**src/rtl/dyn_delay_line.sv**
```systemverilog
// dyn_delay_line: tap-steerable clock-domain delay line.
// z(t) = a(t-1-tap). The tap is stepped one position per rising edge on move,
// or reloaded to DEL_VALUE by loadn. While a step settles, the output is frozen
// so that downstream capture logic never sees a glitch.
// Optional feature macro: DYN_DELAY_BYPASS_EN adds a bypass input. When that
// input is high, z is forced to the one-cycle path.
module dyn_delay_line #(
  parameter int WIDTH      = 1,
  parameter int MAX_DEL    = 15,
  parameter int DEL_VALUE  = 0,
  parameter int SETTLE_CYC = 2,
  localparam int TAP_W     = (MAX_DEL > 0) ? $clog2(MAX_DEL + 1) : 1
) (
  input  logic             clk,
  input  logic             rst_n,
  input  logic [WIDTH-1:0] a,
  input  logic             loadn,
  input  logic             move,
  input  logic             direction,
`ifdef DYN_DELAY_BYPASS_EN
  input  logic             bypass,
`endif
  output logic [WIDTH-1:0] z,
  output logic [TAP_W-1:0] tap,
  output logic             cflag,
  output logic             busy
);

  localparam int CNT_W = (SETTLE_CYC > 1) ? $clog2(SETTLE_CYC + 1) : 1;
  localparam logic [TAP_W-1:0] TAP_MAX  = TAP_W'(MAX_DEL);
  localparam logic [TAP_W-1:0] TAP_RST  = TAP_W'(DEL_VALUE);
  localparam logic [CNT_W-1:0] CNT_LAST = CNT_W'(SETTLE_CYC - 1);

  typedef enum logic [1:0] {S_IDLE, S_STEP, S_SETTLE} state_t;

  state_t             state, state_nxt;
  logic [TAP_W-1:0]   tap_nxt;
  logic [CNT_W-1:0]   cnt, cnt_nxt;
  logic               dir_q, dir_nxt;
  logic               move_q;
  logic               step_req;
  logic [WIDTH-1:0]   hist_p0 [MAX_DEL+1];

  // A step is requested only by a fresh rising edge on move, seen while idle and not loading
  assign step_req = move & ~move_q & (state == S_IDLE) & loadn;
  assign busy     = (state != S_IDLE);
  assign cflag    = ((tap == TAP_MAX) && !direction) || ((tap == '0) && direction);

  // Next-state logic for the tap-steering FSM; loadn overrides every transition
  always_comb begin
    state_nxt = state;
    tap_nxt   = tap;
    cnt_nxt   = cnt;
    dir_nxt   = dir_q;
    case (state)
      S_IDLE: begin
        if (step_req) begin
          state_nxt = S_STEP;
          dir_nxt   = direction;
        end
      end
      S_STEP: begin
        if (!dir_q && (tap < TAP_MAX)) begin
          tap_nxt = tap + 1'b1;
        end else if (dir_q && (tap > '0)) begin
          tap_nxt = tap - 1'b1;
        end
        state_nxt = S_SETTLE;
        cnt_nxt   = '0;
      end
      S_SETTLE: begin
        if (cnt == CNT_LAST) begin
          state_nxt = S_IDLE;
          cnt_nxt   = '0;
        end else begin
          cnt_nxt = cnt + 1'b1;
        end
      end
      default: begin
        state_nxt = S_IDLE;
        cnt_nxt   = '0;
      end
    endcase
    if (!loadn) begin
      tap_nxt   = TAP_RST;
      state_nxt = S_IDLE;
      cnt_nxt   = '0;
    end
  end

  // Control registers: FSM state, tap, settle counter, latched direction, move history
  always_ff @(posedge clk or negedge rst_n) begin
    if (!rst_n) begin
      state  <= S_IDLE;
      tap    <= TAP_RST;
      cnt    <= '0;
      dir_q  <= 1'b0;
      move_q <= 1'b0;
    end else begin
      state  <= state_nxt;
      tap    <= tap_nxt;
      cnt    <= cnt_nxt;
      dir_q  <= dir_nxt;
      move_q <= move;
    end
  end

  // Stage p0: history shift register, advances every cycle regardless of FSM state
  always_ff @(posedge clk or negedge rst_n) begin
    if (!rst_n) begin
      for (int i = 0; i <= MAX_DEL; i++) hist_p0[i] <= '0;
    end else begin
      hist_p0[0] <= a;
      for (int i = 1; i <= MAX_DEL; i++) hist_p0[i] <= hist_p0[i-1];
    end
  end

  // Stage p1: output tap select, frozen while a step is in flight
  always_ff @(posedge clk or negedge rst_n) begin
    if (!rst_n) begin
      z <= '0;
`ifdef DYN_DELAY_BYPASS_EN
    end else if (bypass) begin
      z <= hist_p0[0];
`endif
    end else if (state == S_IDLE) begin
      z <= hist_p0[tap];
    end
  end

endmodule

```
**config.mk**
```make
export PLATFORM = sky130hd
export DESIGN_NAME = dyn_delay_line
export DESIGN_NICKNAME = d
export VERILOG_FILES = /design/src/rtl/dyn_delay_line.sv
export SDC_FILE = /design/constraint.sdc
export NUM_CORES = 1
export LEC_CHECK = 0
export ABC_CLOCK_PERIOD_IN_PS = 2100
export CAP_MARGIN = 5
export CORE_AREA = 2 2 53 55
export DETAILED_ROUTE_END_ITERATION = 8
export DIE_AREA = 0 0 55 57
export PLACE_DENSITY = 0.7
export SLEW_MARGIN = 10
export SYNTH_ARGS = -nofsm -noshare
export SYNTH_HDL_FRONTEND = slang
export SYNTH_SLANG_ARGS = --single-unit
export TNS_END_PERCENT = 5
```
**constraint.sdc**
```tcl
create_clock -name clk -period 2.1 [get_ports clk]
set_input_delay 0.21 -clock clk [delete_from_list [all_inputs] [get_ports clk]]
set_output_delay 0.21 -clock clk [all_outputs]
set_load 0.05 [all_outputs]
```
==> reports/results.ini <==
[sta]
worst_pin_slew_ns=0.493
finalCriticalPeriod_ns=2.03
skew_ns=0.00245
fmax_mhz=492
timing.slew.headroom_pct=67.1
period_share_pct=96.9
slew_violations=0
rsz0062_at_grt=no
finalHoldViolations=0
setup_tns_ns=0
setup_violations=0

[global_route]
grt_max_degree=28
grt_pass1_vias=715
grt_pass1_wl_mm=3.36
grtUsageTotal_pct=15.1
antenna_found_initial=0
grt-ovfl-total=0

[power]
ir_worst_vdd_mv=0.734
p_per_area_mw_per_mm2=753
design_power_total_uw=1050
combinationalPowerShare_pct=22.3
leakagePower_uw=0.000593
power_frac_seq_pct=55.2
intPower_uw=732
clkPwrFrac_pct=22.5
switching_share_pct=29.9
p_switching_uw=313

[die]
initial_core_util_pct=46.1
core_area_mm2=0.00262
die_w_um=55
die_y_um=57
num_rows=19
io_pins=13
die-area_mm2=0.00314

[synth]
yosysSeqAreaShare_pct=56.1
synthArstFlopShare_pct=100
synth_ff_type=dfrtp_1
syn_area_mm2=0.00120
yosys.cell_types.count=30
syn_avg_cell_area_um2=14.2
synth_nets=94
syn_inst=85
synth_edf_count=0
ys_ff_latch=27
yosysWarnings=0

[route]
drc=0
drt_first_pass_iters=4
drtAntennaViolNets=0
drt_iter0_drc=14
wirelength_mm=1.93
vias=705
routed_via_density=5.30
wl_per_cell_um=14.5

[finish]
syn_to_final_growth_pct=15.3
diodes=0
nNetsFinal=112
final_util_pct=53.1
drive_above_1_share_pct=15.7
fillers=233
layoutNonFillerInstCount=133

[worst_setup_path]
critPathLaunchType=flip-flop
slowest_delay_ns=0.71
path_delay_family=buffers and inverters
cp_data_required_time_ns=1.89
r2r_end=tap[3]
worst-path-buf-inv=1
r2r_cells=6
rr_startpoint=tap[0]
cp_max_fo=5
worstSetupEndpointType=output pin
cp_cell_sequence=or2_2, clkdlybuf4s50_1
crit_slowest_cell=clkdlybuf4s50_1
r2r_slack_ns=0.20
cp.arrival_ns=1.82
cp.depth=2
path_class=flip-flop to output pin

[clock_tree]
post_cts_resized=1
insertion_delay_ns=0.33
clk_path_buf_depth=2
cts_sinks=27
cts_root_buf=clkbuf_4
postCtsSetupBuffers=0
htree_levels=1
cts_hold_buf=0
cts_tree=built
cts_inserted_buffers=3
path_clk_slew_ns=0.15

[worst_hold_path]
hold_path.class=primary input to asynchronous set/reset pin

[placement]
dp.cells=129
hpwl_mm=1.42
place.gp.congestion=0.711
portBuffers=12

[run_status]
status=completed

[flow_run]
cap_viol_max_count=0

## worst max path at each step
| stage | slack [ns] | to | startpoint |
|---|---|---|---|
| 2_1_floorplan | 0.05 | tap[3] | tap[1] |
| 3_3_place_gp | 0.35 | z | tap[0] |
| 3_5_place_dp | 0.24 | tap[3] | tap[0] |
| 4_1_cts | 0.05 | busy | state[1] |
| 5_1_grt | 0.01 | busy | state[1] |
| 6_report | 0.07 | busy | state[1] |
## through the flow
| step | hold slack [ns] | instance area, µm² | worst slack [ns] |
|---|---|---|---|
| after CTS | 0.226 | 1390 | 0.0498 |
| after detailed placement | 0.356 | 1360 | 0.243 |
| after global routing | 0.252 | 1390 | 0.00992 |
| after global placement | 0.351 | 1360 | 0.355 |
| after floorplan | -0.0856 | 1200 | 0.0517 |
| final | 0.226 | 1390 | 0.0660 |
## flip-flops by register name, summed over array words and instances (netlist names)
| signal | flops |
|---|---|
| cnt | 2 |
| dir_q | 1 |
| hist_p0 | 16 |
| move_q | 1 |
| state | 2 |
| tap | 4 |
| z | 1 |
## cells in the final DEF (no fill, tap or decap), types with 2 or more instances in the layout
cell and n:
a21oi_1 4, buf_4 5, inv_1 5, mux4_1 4, nand2_1 5, nand2b_1 2, nor3_1 2, o21ai_0 3
nand3b_1 2, mux2i_1 3, nor2_1 3, ha_1 2, clkbuf_4 3, dfrtp_1 27, clkdlybuf4s50_1 10, xnor2_1 3
## layer usage
layer / up-vias / global-route usage (%) / routed length (µm)
met2: 8 / 21.4 / 945
met5: - / 0 / 0
met4: 0 / 4.88 / 16
met3: 2 / 5.50 / 60
met1: 354 / 21.6 / 911
li1: 341 / - / -
## cells in the mapped netlist, types with 2 or more instances
| library cell | count | area share (%) |
|---|---|---|
| a21oi_1 | 4 | 1.7 |
| clkbuf_8 | 3 | 3.4 |
| dfrtp_1 | 27 | 56 |
| ha_1 | 2 | 2.1 |
| inv_1 | 5 | 1.6 |
| mux2i_1 | 3 | 2.5 |
| mux4_1 | 4 | 8.7 |
| nand2_1 | 5 | 1.6 |
| nand2b_1 | 2 | 1.0 |
| nand3b_1 | 2 | 1.2 |
| nor2_1 | 3 | 0.93 |
| nor3_1 | 2 | 0.83 |
| o21ai_0 | 4 | 1.7 |
| xnor2_1 | 3 | 2.2 |
## kinds of logic (layout without fill, tap and decap cells)
logic type      count (synthesis)  after routing  synth area share [%]
flops                          27             27                  56.1
simple gates                   19             19                  8.41
compound gates                 16             16                  11.5
buf+inv                         9             26                  5.92
mux                             8              8                  12.1
fa+ha+maj                       3              3                  3.74
xor+xnor                        3              3                  2.18
## power by group through the flow
stage / clock network, µW / logic [µW] / registers, µW
after global routing: 269 / 256 / 582
after detailed placement: 0 / 236 / 587
final: 235 / 233 / 577
after CTS: 251 / 236 / 577
after floorplan: 0 / 131 / 612
after global placement: 0 / 228 / 585
## cell type report
class	instances	area, µm²	area share, %
inverters	5	18.8	1.35
flip-flops and latches	27	676	48.6
multi-input cells	49	458	33.0
well taps	31	38.8	2.79
clock buffers	3	22.5	1.62
repair buffers	17	166	12.0
clock inverters	1	8.76	0.631
Power figures use the tool's default switching activity.
